File: config.mk
export PLATFORM = sky130hd
export DESIGN_NAME = lockpick_key_sequencer_flat
export DESIGN_NICKNAME = d
export VERILOG_FILES = /design/src/rtl/lockpick_key_sequencer_pkg.sv /design/src/rtl/lockpick_key_sequencer_if.sv /design/src/rtl/lockpick_key_sequencer_result_checker.sv /design/src/rtl/lockpick_key_sequencer.sv /design/src/flat_wrapper.sv
export SDC_FILE = /design/constraint.sdc
export NUM_CORES = 1
export LEC_CHECK = 0
export CORE_ASPECT_RATIO = 0.75
export CORE_MARGIN = 3
export CORE_UTILIZATION = 40
export CTS_CLUSTER_SIZE = 16
export DETAILED_ROUTE_END_ITERATION = 12
export PLACE_DENSITY = 0.67
export REMOVE_ABC_BUFFERS = 1
export SLEW_MARGIN = 20
export SYNTH_ARGS = -nofsm -noshare
export SYNTH_HDL_FRONTEND = slang
export SYNTH_HIERARCHICAL = 1
export SYNTH_SLANG_ARGS = --single-unit
File: constraint.sdc
create_clock -name clk -period 4.11 [get_ports clk]
set_input_delay 1.0275 -clock clk [delete_from_list [all_inputs] [get_ports clk]]
set_output_delay 1.0275 -clock clk [all_outputs]
set_load 0.01 [all_outputs]
File: src/rtl/lockpick_key_sequencer_pkg.sv
// Shared types and constants for the lockpick key sequencer and its result checker.
// beat_match() decides whether one result-burst byte is the byte expected for a status.
package lockpick_pkg;

  localparam int KEY_BYTES = 32;
  localparam int MSG_BYTES = 16;

  localparam logic [15:0] MSG_WIN    = 16'hFACE;
  localparam logic [15:0] MSG_LOCKED = 16'hDEAD;
  localparam logic [15:0] MSG_ERROR  = 16'hBAD0;

  typedef enum logic [1:0] {
    ST_NONE   = 2'b00,
    ST_ERROR  = 2'b01,
    ST_WIN    = 2'b10,
    ST_LOCKED = 2'b11
  } status_t;

  typedef enum logic [2:0] {
    IDLE,
    START,
    STREAM,
    WAIT_RES,
    DRAIN,
    REPORT
  } seq_state_t;

  // Even beats carry the low byte of the status word and odd beats carry the high byte.
  // ST_NONE has no word, so no byte can match it.
  function automatic logic beat_match(input status_t st, input logic odd, input logic [7:0] data);
    logic [15:0] word;
    logic        known;
    known = 1'b1;
    case (st)
      ST_WIN:    word = MSG_WIN;
      ST_LOCKED: word = MSG_LOCKED;
      ST_ERROR:  word = MSG_ERROR;
      default: begin
        word  = 16'h0000;
        known = 1'b0;
      end
    endcase
    return known && (data == (odd ? word[15:8] : word[7:0]));
  endfunction

endpackage

File: src/rtl/lockpick_key_sequencer_if.sv
// Host byte stream, game-core link and result summary of the key sequencer, grouped as one bundle.
// The slave modport is the sequencer's view; the master modport is the environment's view.
interface lockpick_key_sequencer_if;

  logic       in_valid;
  logic [7:0] in_data;
  logic       in_ready;
  logic       clear;
  logic       go;

  logic       game_start;
  logic       game_input_enable;
  logic [7:0] game_input_data;
  logic       game_output_valid;
  logic [7:0] game_output_data;
  logic [1:0] game_status;

  logic       busy;
  logic       done;
  logic [1:0] result_code;
  logic       msg_ok;

  modport slave (
    input  in_valid, in_data, clear, go,
    input  game_output_valid, game_output_data, game_status,
    output in_ready, game_start, game_input_enable, game_input_data,
    output busy, done, result_code, msg_ok
  );

  modport master (
    output in_valid, in_data, clear, go,
    output game_output_valid, game_output_data, game_status,
    input  in_ready, game_start, game_input_enable, game_input_data,
    input  busy, done, result_code, msg_ok
  );

endinterface

File: src/rtl/lockpick_key_sequencer_result_checker.sv
// Follows the game's result burst: it counts beats, captures the status at beat 0 and
// accumulates a byte-by-byte pattern match.
module lockpick_result_checker
  import lockpick_pkg::*;
(
  input  logic       clk,
  input  logic       rst_n,
  input  logic       first_i,
  input  logic       active_i,
  input  logic       valid_i,
  input  logic [7:0] data_i,
  input  status_t    status_i,
  output logic       burst_done_o,
  output logic       burst_short_o,
  output logic       msg_ok_o,
  output status_t    status_o
);

  localparam int BEAT_W = $clog2(MSG_BYTES);

  logic [BEAT_W-1:0] beat_q, beat_d, cur_beat;
  status_t           status_q, status_d, cur_status;
  logic              ok_q, ok_d;
  logic              beat_ok, fire;

  // Beat 0 arrives while the sequencer is still waiting, so it is compared against the live status.
  always_comb begin
    cur_status = first_i ? status_i : status_q;
    cur_beat   = first_i ? '0 : beat_q;
    beat_ok    = beat_match(cur_status, cur_beat[0], data_i);
    fire       = first_i | (active_i & valid_i);

    beat_d   = beat_q;
    status_d = status_q;
    ok_d     = ok_q;
    if (fire) begin
      beat_d   = cur_beat + 1'b1;
      status_d = cur_status;
      ok_d     = (first_i | ok_q) & beat_ok;
    end

    burst_done_o  = active_i & valid_i & (beat_q == BEAT_W'(MSG_BYTES - 1));
    burst_short_o = active_i & ~valid_i;
    msg_ok_o      = burst_done_o & ok_q & beat_ok;
  end

  always_ff @(posedge clk or negedge rst_n) begin
    if (!rst_n) begin
      beat_q   <= '0;
      status_q <= ST_NONE;
      ok_q     <= 1'b0;
    end else begin
      beat_q   <= beat_d;
      status_q <= status_d;
      ok_q     <= ok_d;
    end
  end

  assign status_o = status_q;

endmodule

File: src/rtl/lockpick_key_sequencer.sv
// Buffers one 32-byte key attempt from the host, replays it into the lockpick game core,
// then checks the game's result burst and reports a one-cycle summary.
module lockpick_key_sequencer
  import lockpick_pkg::*;
#(
  parameter int TIMEOUT_CYCLES = 64
)(
  input logic                    clk,
  input logic                    rst_n,
  lockpick_key_sequencer_if.slave bus
);

  localparam int FILL_W = $clog2(KEY_BYTES + 1);
  localparam int IDX_W  = $clog2(KEY_BYTES);
  localparam int TMO_W  = $clog2(TIMEOUT_CYCLES + 1);

  seq_state_t        state_q, state_d;
  logic [FILL_W-1:0] fill_q, fill_d;
  logic [IDX_W-1:0]  idx_q, idx_d;
  logic [TMO_W-1:0]  tmo_q, tmo_d;
  logic              armed_q, armed_d;

  logic              start_q, start_d;
  logic              en_q, en_d;
  logic [7:0]        data_q, data_d;
  logic              done_q, done_d;
  status_t           code_q, code_d;
  logic              ok_q, ok_d;

  logic [7:0]        key_buf [KEY_BYTES];
  logic              in_ready, buf_full, wr_en;
  logic              chk_first, chk_active, chk_done, chk_short, chk_msg_ok;
  status_t           chk_status;

  assign buf_full = (fill_q == FILL_W'(KEY_BYTES));
  assign in_ready = (state_q == IDLE) && (fill_q < FILL_W'(KEY_BYTES));
  assign wr_en    = bus.in_valid && in_ready && !bus.clear;

  assign chk_first  = (state_q == WAIT_RES) && bus.game_output_valid;
  assign chk_active = (state_q == DRAIN);

  lockpick_result_checker u_checker (
    .clk           (clk),
    .rst_n         (rst_n),
    .first_i       (chk_first),
    .active_i      (chk_active),
    .valid_i       (bus.game_output_valid),
    .data_i        (bus.game_output_data),
    .status_i      (status_t'(bus.game_status)),
    .burst_done_o  (chk_done),
    .burst_short_o (chk_short),
    .msg_ok_o      (chk_msg_ok),
    .status_o      (chk_status)
  );

  always_comb begin
    state_d = state_q;
    fill_d  = fill_q;
    idx_d   = '0;
    tmo_d   = tmo_q;
    armed_d = armed_q;
    code_d  = code_q;
    ok_d    = ok_q;

    case (state_q)
      IDLE: begin
        if (bus.clear) begin
          fill_d = '0;
        end else begin
          if (wr_en) fill_d = fill_q + 1'b1;
          // An armed game is already waiting for key A, so no new start pulse.
          if (bus.go && buf_full) state_d = armed_q ? STREAM : START;
        end
      end
      START: state_d = STREAM;
      STREAM: begin
        idx_d = idx_q + 1'b1;
        tmo_d = TMO_W'(1);
        if (idx_q == IDX_W'(KEY_BYTES - 1)) state_d = WAIT_RES;
      end
      WAIT_RES: begin
        // tmo_q holds the number of cycles since the last key byte.
        tmo_d = tmo_q + 1'b1;
        if (bus.game_output_valid) begin
          state_d = DRAIN;
        end else if (tmo_q == TMO_W'(TIMEOUT_CYCLES - 1)) begin
          state_d = REPORT;
          code_d  = ST_NONE;
          ok_d    = 1'b0;
          armed_d = 1'b0;
        end
      end
      DRAIN: begin
        if (chk_done || chk_short) begin
          state_d = REPORT;
          code_d  = chk_status;
          ok_d    = chk_msg_ok;
          armed_d = (chk_status == ST_ERROR);
        end
      end
      REPORT: begin
        fill_d  = '0;
        state_d = IDLE;
      end
      default: state_d = IDLE;
    endcase

    // Outputs are registered from the next state so each flop lines up with its state cycle.
    start_d = (state_d == START);
    en_d    = (state_d == STREAM);
    data_d  = en_d ? key_buf[idx_d] : 8'h00;
    done_d  = (state_d == REPORT);
  end

  always_ff @(posedge clk or negedge rst_n) begin
    if (!rst_n) begin
      state_q <= IDLE;
      fill_q  <= '0;
      idx_q   <= '0;
      tmo_q   <= '0;
      armed_q <= 1'b0;
      start_q <= 1'b0;
      en_q    <= 1'b0;
      data_q  <= 8'h00;
      done_q  <= 1'b0;
      code_q  <= ST_NONE;
      ok_q    <= 1'b0;
    end else begin
      state_q <= state_d;
      fill_q  <= fill_d;
      idx_q   <= idx_d;
      tmo_q   <= tmo_d;
      armed_q <= armed_d;
      start_q <= start_d;
      en_q    <= en_d;
      data_q  <= data_d;
      done_q  <= done_d;
      code_q  <= code_d;
      ok_q    <= ok_d;
    end
  end

  always_ff @(posedge clk) begin
    if (wr_en) key_buf[fill_q[IDX_W-1:0]] <= bus.in_data;
  end

  assign bus.in_ready          = in_ready;
  assign bus.busy              = (state_q != IDLE);
  assign bus.game_start        = start_q;
  assign bus.game_input_enable = en_q;
  assign bus.game_input_data   = data_q;
  assign bus.done              = done_q;
  assign bus.result_code       = code_q;
  assign bus.msg_ok            = ok_q;

endmodule

File: src/flat_wrapper.sv
// flat-port wrapper written by rule: the top's interface ports become plain ports
module lockpick_key_sequencer_flat import lockpick_pkg::*;
#(
  parameter int TIMEOUT_CYCLES = 64
)
  (clk, rst_n, bus_in_valid, bus_in_data, bus_clear, bus_go, bus_game_output_valid, bus_game_output_data, bus_game_status, bus_in_ready, bus_game_start, bus_game_input_enable, bus_game_input_data, bus_busy, bus_done, bus_result_code, bus_msg_ok);
  lockpick_key_sequencer_if bus_i ();
  input logic clk;
  input logic rst_n;
  input wire logic [$bits(bus_i.in_valid)-1:0] bus_in_valid;
  input wire logic [$bits(bus_i.in_data)-1:0] bus_in_data;
  input wire logic [$bits(bus_i.clear)-1:0] bus_clear;
  input wire logic [$bits(bus_i.go)-1:0] bus_go;
  input wire logic [$bits(bus_i.game_output_valid)-1:0] bus_game_output_valid;
  input wire logic [$bits(bus_i.game_output_data)-1:0] bus_game_output_data;
  input wire logic [$bits(bus_i.game_status)-1:0] bus_game_status;
  output wire logic [$bits(bus_i.in_ready)-1:0] bus_in_ready;
  output wire logic [$bits(bus_i.game_start)-1:0] bus_game_start;
  output wire logic [$bits(bus_i.game_input_enable)-1:0] bus_game_input_enable;
  output wire logic [$bits(bus_i.game_input_data)-1:0] bus_game_input_data;
  output wire logic [$bits(bus_i.busy)-1:0] bus_busy;
  output wire logic [$bits(bus_i.done)-1:0] bus_done;
  output wire logic [$bits(bus_i.result_code)-1:0] bus_result_code;
  output wire logic [$bits(bus_i.msg_ok)-1:0] bus_msg_ok;
  assign bus_i.in_valid = bus_in_valid;
  assign bus_i.in_data = bus_in_data;
  assign bus_i.clear = bus_clear;
  assign bus_i.go = bus_go;
  assign bus_i.game_output_valid = bus_game_output_valid;
  assign bus_i.game_output_data = bus_game_output_data;
  assign bus_i.game_status = bus_game_status;
  assign bus_in_ready = bus_i.in_ready;
  assign bus_game_start = bus_i.game_start;
  assign bus_game_input_enable = bus_i.game_input_enable;
  assign bus_game_input_data = bus_i.game_input_data;
  assign bus_busy = bus_i.busy;
  assign bus_done = bus_i.done;
  assign bus_result_code = bus_i.result_code;
  assign bus_msg_ok = bus_i.msg_ok;
  lockpick_key_sequencer #(.TIMEOUT_CYCLES(TIMEOUT_CYCLES)) u_core (.clk(clk), .rst_n(rst_n), .bus(bus_i));
endmodule
==> results.py, run 1 <==
metrics = {
    "route": {
        "drtAntennaViolNets": 0,
        "vias": 8014,
        "drc": 0,
        "drt-total-wl_um": 31300,
        "wl_per_cell_um": 22.5,
        "viasPerCell": 5.77,
        "drt_first_pass_iters": 5,
        "drtIter0Drc": 852,
    },
    "synthesis": {
        "yosys_warnings": 6,
        "seq_area_frac_synth": 0.684,
        "syn_area_mm2": 0.0128,
        "synth_top_family_by_area": "compound AO/OA/AOI/OAI gates",
        "synth_xor_area_frac": 0.0121,
        "synthDistinctLibCells": 84,
        "netlist_instances": 902,
        "synth_edf_count": 256,
        "yosys.area_share.simple": 0.0888,
        "synth_ff_type": "edfxtp_1",
        "synth_fa_ha_area_frac": 0.00976,
        "synth_compound_area_frac": 0.120,
        "synth_async_sr_flop_share": 0.144,
        "synth.avg_cell_area_um2": 14.2,
        "synth-seq-cells": 299,
        "synth_mux_area_frac": 0.0528,
    },
    "finish": {
        "finish.net_count": 996,
        "most-common-layout-cells": "edfxtp_1 (256), nand2_1 (70), nor2_1 (59)",
        "syn_to_final_growth_pct": 14.1,
        "diodes": 0,
        "drive_gt1_frac": 0.151,
        "layout_commonest_cell": "edfxtp_1",
        "final_core_util": 0.466,
    },
    "grt": {
        "grt_pass1_wl_um": 47600,
        "track_usage": 0.183,
        "antenna_found_initial": 0,
        "grt_max_degree": 55,
        "grt_pass1_vias": 7668,
        "overflow": 0,
    },
    "floorplanning": {
        "core-area_mm2": 0.0314,
        "num_rows": 56,
        "die_w_um": 213,
        "io_pins": 40,
        "dieArea_mm2": 0.0342,
        "fp.dieH_um": 161,
        "start_util": 0.408,
    },
    "critical_path": {
        "path_class": "register to output pin",
        "cp_cell_sequence": "or3_1, nor2_1, clkdlybuf4s50_1",
        "worstPathRequired_ns": 3.08,
        "critical_path.startpoint_type": "register",
        "critPathSlowestCell": "dfrtp_1",
        "crit_fanout": 18,
        "cp.arrival_ns": 2.55,
        "critPathCaptureType": "output pin",
        "critPathLaunch": "u_core/state_q[0]$_DFF_PN0_",
        "r2r-start": "u_core/state_q[0]$_DFF_PN0_",
        "cp_slowest_stage_delay_ns": 0.60,
    },
    "clocking": {
        "numCtsBuffers": 28,
        "cts_sinks": 299,
        "cts_tree": "yes",
        "htree_levels": 1,
        "worst_skew_pair.late_latency_ns": 0.56,
        "cts.clk_slew.worst_paths_ns": 0.06,
        "cts-root-buf": "clkbuf_16",
        "post_cts_buffers": 0,
        "cts_resized": 0,
        "cts_hold_buf": 0,
        "clock_path_buffers": 3,
    },
    "placement": {
        "port-buffer-count": 39,
        "routabilityCongestion": 0.880,
        "dp_hpwl_um": 19500,
    },
    "timing": {
        "grt_setup_unrepaired": "no",
        "setup_violations": 0,
        "max-slew-margin-rel": 0.286,
        "worst_pin_slew_ns": 1.07,
        "slew_violations": 0,
        "timing.final.crit_share": 0.871,
        "fin_skew_ns": 0.0212,
        "finalHoldViolCount": 0,
        "min_period_ns": 3.58,
        "timing.fmax_mhz": 279,
    },
    "run_status": {
        "status": "completed",
    },
    "power_and_ir_drop": {
        "irDropWorstVdd_mv": 0.437,
        "power_density_mw_per_mm2": 422,
        "leakage_nw": 4.85,
        "fin_total_pwr_mw": 6.17,
    },
    "flow_run": {
        "drv_cap": 0,
    },
    "hold_path": {
        "hold_class": "input port to async pin",
    },
}
## routing by layer
layer,vias to the layer above,share of wire,global-route usage
met2,335,0.44,0.264
met3,53,0.081,0.0375
met4,0,0.023,0.0438
met1,4008,0.46,0.285
li1,3618,-,-
met5,-,0,0
## flip-flops by register name (all words and copies together) (netlist names)
signal	flops
u_core/u_checker/beat_q	4
u_core/bus.game_input_data	8
u_core/fill_q	6
u_core/bus.game_start	1
u_core/armed_q	1
u_core/idx_q	5
u_core/u_checker/ok_q	1
u_core/state_q	3
u_core/bus.msg_ok	1
u_core/bus.done	1
u_core/bus.game_input_enable	1
u_core/bus.result_code	2
u_core/tmo_q	7
u_core/u_checker/status_o	2
u_core/key_buf	256
## worst max-delay path, delay by kind of cell (launching register included)
family / cells / cell delay (ns)
AND/OR/NAND/NOR: 2 / 0.82
flip-flops: 1 / 0.60
buffers and inverters: 1 / 0.58
## path summary, 6_finish.rpt
path / to / slack [ns] / cells past startpoint
max in group asynchronous: u_core/idx_q[0]$_DFF_PN0_ / 3.22 / 1
max reg2reg: u_core/bus.msg_ok$_DFFE_PN0P_ / 0.83 / 11
min reg2reg: u_core/tmo_q[5]$_DFFE_PN0P_ / 0.50 / 1
min in group clk: u_core/tmo_q[5]$_DFFE_PN0P_ / 0.50 / 1
min: u_core/bus.done$_DFF_PN0_ / 0.45 / 1
max: bus_in_ready / 0.53 / 3
## area by class of cell
class,instances,area [µm²]
clock buffers,40,746
clock inverters,11,87.6
fillers,2722,16800
inverters,20,87.6
multi-input cells,525,3670
flip-flops and latches,299,8760
well taps,406,508
repair buffers,88,756
## cell usage after synthesis (9+ instances only)
library cell	count	share of area
a211oi_1	13	0.0076
a21oi_1	35	0.014
a221oi_1	9	0.0062
a31oi_1	18	0.0088
buf_2	21	0.0082
clkbuf_1	21	0.0062
dfrtp_1	43	0.084
edfxtp_1	256	0.60
ha_1	10	0.0098
inv_1	15	0.0044
mux2_2	22	0.019
mux4_2	15	0.026
nand2_1	70	0.021
nand3_1	34	0.013
nor2_1	59	0.017
nor3_1	15	0.0059
o21ai_0	47	0.018
o22ai_1	10	0.0049
## metrics by stage
stage	hold WS (ns)	instances	cell area (µm²)	setup TNS, ns	worst slack, ns
6_report	0.450	1389	14600	0	0.532
5_1_grt	0.485	1389	14600	0	0.453
4_1_cts	0.491	1389	14600	0	0.521
3_5_place_dp	0.473	1338	13800	0	0.195
3_3_place_gp	0.472	1338	13800	0	0.285
2_1_floorplan	0.451	844	12500	-5.67	-0.854
## kinds of logic (layout without fill, tap and decap cells)
logic type | after synthesis | count (layout)
flip-flops | 299 | 299
AND/OR/NAND/NOR | 232 | 232
AO/OA/AOI/OAI | 221 | 221
buffers and inverters | 78 | 159
multiplexers | 46 | 46
XOR/XNOR | 16 | 16
adder cells (fa/ha/maj) | 10 | 10
## power by group
part,internal (mW),leakage (nW),switching [mW]
combinational,0.148,1.56,0.273
clock,1.32,0.400,1.08
sequential,3.32,2.89,0.0237
total,4.79,4.85,1.37
(Power assumes the default switching activity.)
==> inputs of run 2 (changes only) <==
--- a/config.mk
+++ b/config.mk
@@ -7,10 +7,10 @@
 export LEC_CHECK = 0
 export CORE_ASPECT_RATIO = 0.75
 export CORE_MARGIN = 3
-export CORE_UTILIZATION = 40
+export CORE_UTILIZATION = 25
 export CTS_CLUSTER_SIZE = 16
 export DETAILED_ROUTE_END_ITERATION = 12
-export PLACE_DENSITY = 0.67
+export PLACE_DENSITY = 0.5
 export REMOVE_ABC_BUFFERS = 1
 export SLEW_MARGIN = 20
 export SYNTH_ARGS = -nofsm -noshare
==> run 2 against run 1 <==
Design area is 3.6% higher; worst hold slack worse by 0.045 ns; setup slack worse by 0.016 ns; critical path type unchanged.
==> results.py, run 2 (synthesis gave the netlist of run 1 again) <==
metrics = {
    "route": {
        "wl_per_cell_um": 20.9,
        "drtIter0Drc": 729,
        "drt_first_pass_iters": 5,
        "viasPerCell": 4.84,
        "vias": 7994,
        "drt-total-wl_um": 34600,
        "drtAntennaViolNets": 0,
        "drc": 0,
    },
    "hold_path": {
        "hold_class": "input port to async pin",
    },
    "clocking": {
        "cts-root-buf": "clkbuf_16",
        "clock_path_buffers": 3,
        "htree_levels": 1,
        "worst_skew_pair.late_latency_ns": 0.59,
        "cts_hold_buf": 0,
        "numCtsBuffers": 30,
        "cts_resized": 0,
        "cts_sinks": 299,
        "post_cts_buffers": 0,
        "cts.clk_slew.worst_paths_ns": 0.07,
        "cts_tree": "yes",
    },
    "timing": {
        "grt_setup_unrepaired": "no",
        "timing.fmax_mhz": 278,
        "fin_skew_ns": 0.0211,
        "timing.final.crit_share": 0.875,
        "min_period_ns": 3.59,
        "worst_pin_slew_ns": 0.771,
        "max-slew-margin-rel": 0.481,
        "setup_violations": 0,
        "setup_tns_ns": 0,
        "slew_violations": 0,
        "finalHoldViolCount": 0,
    },
    "power_and_ir_drop": {
        "p_sw_mw": 1.50,
        "fin_total_pwr_mw": 6.44,
        "leakage_nw": 4.97,
        "p_seq_frac": 0.520,
        "irDropWorstVdd_mv": 0.322,
        "p_int_mw": 4.94,
        "combPwrFrac": 0.068,
        "power_density_mw_per_mm2": 426,
        "power_switching_share": 0.232,
        "p_clk_frac": 0.412,
    },
    "critical_path": {
        "critical_path.startpoint_type": "register",
        "cp.arrival_ns": 2.57,
        "critPathCaptureType": "output pin",
        "worstPathRequired_ns": 3.08,
        "crit_fanout": 18,
        "path_class": "register to output pin",
    },
    "grt": {
        "grt_pass1_vias": 7998,
        "track_usage": 0.127,
        "grt_max_degree": 57,
        "overflow": 0,
        "antenna_found_initial": 0,
        "grt_pass1_wl_um": 51900,
    },
    "floorplanning": {
        "fp.dieH_um": 202,
        "num_rows": 71,
        "dieArea_mm2": 0.0540,
        "core-area_mm2": 0.0504,
        "die_w_um": 267,
        "start_util": 0.254,
        "io_pins": 40,
    },
    "finish": {
        "finish.net_count": 1009,
        "largest_reg_flops": 256,
        "syn_to_final_growth_pct": 18.1,
        "drive_gt1_frac": 0.170,
        "layout_commonest_cell": "edfxtp_1",
        "most-common-layout-cells": "edfxtp_1 (256), nand2_1 (70), nor2_1 (59)",
        "finalNonFillerCells": 1653,
        "diodes": 0,
    },
    "placement": {
        "port-buffer-count": 39,
        "numPlacedInstances": 1600,
        "dp_hpwl_um": 21900,
        "routabilityCongestion": 0.831,
    },
    "run_status": {
        "status": "completed",
    },
    "flow_run": {
        "drv_cap": 0,
    },
}
==> run 2: per-layer routing <==
layer  wire [µm]  vias up  GRT usage
li1            -     3641          -
met1       17300     4077      0.196
met2       14500      217      0.182
met3        1880       59     0.0221
met4         901        0     0.0329
met5           0        -          0
==> run 2: worst paths after layout <==
path                                             startpoint                       endpoint  slack, ns  depth (start not counted)
max in group asynchronous                             rst_n    u_core/tmo_q[2]$_DFFE_PN0P_       2.99                          2
worst max-delay path            u_core/state_q[0]$_DFF_PN0_                   bus_in_ready       0.52                          3
min in group clk                u_core/tmo_q[5]$_DFFE_PN0P_    u_core/tmo_q[5]$_DFFE_PN0P_       0.49                          1
worst max register to register  u_core/state_q[1]$_DFF_PN0_  u_core/bus.msg_ok$_DFFE_PN0P_       0.82                         13
worst min-delay path                                  rst_n      u_core/bus.done$_DFF_PN0_       0.41                          1
worst min register to register  u_core/tmo_q[5]$_DFFE_PN0P_    u_core/tmo_q[5]$_DFFE_PN0P_       0.49                          1
==> run 2: power by group through the flow <==
stage,logic (mW),registers [mW],clock network (mW)
floorplan,0.200,3.42,0
global placement,0.440,3.41,0
global route,0.476,3.35,2.85
CTS,0.444,3.35,2.73
finish,0.439,3.35,2.65
detailed placement,0.443,3.41,0
==> run 2: worst max-delay path: stages, from the launching register on <==
cell and delay, ns:
dfrtp_1 0.59, or3_1 0.59, nor2_1 0.23, clkdlybuf4s50_1 0.58
==> run 2: stage by stage <==
stage	hold slack [ns]	utilization	instance area (µm²)	setup WS, ns
after floorplan	0.451	-	12500	-0.854
after global placement	0.484	0.282	14200	0.351
after detailed placement	0.480	0.282	14200	0.268
after CTS	0.387	0.301	15100	0.485
after global routing	0.418	0.301	15100	0.427
final	0.405	0.301	15100	0.516
==> run 2: area by class of cell <==
type | instances | area (µm²)
fill | 4949 | 35200
sequential | 299 | 8760
multi-input combinational | 525 | 3670
timing repair buffer | 99 | 856
tap | 657 | 822
clock buffer | 35 | 769
clock inverter | 18 | 171
inverter | 20 | 87.6
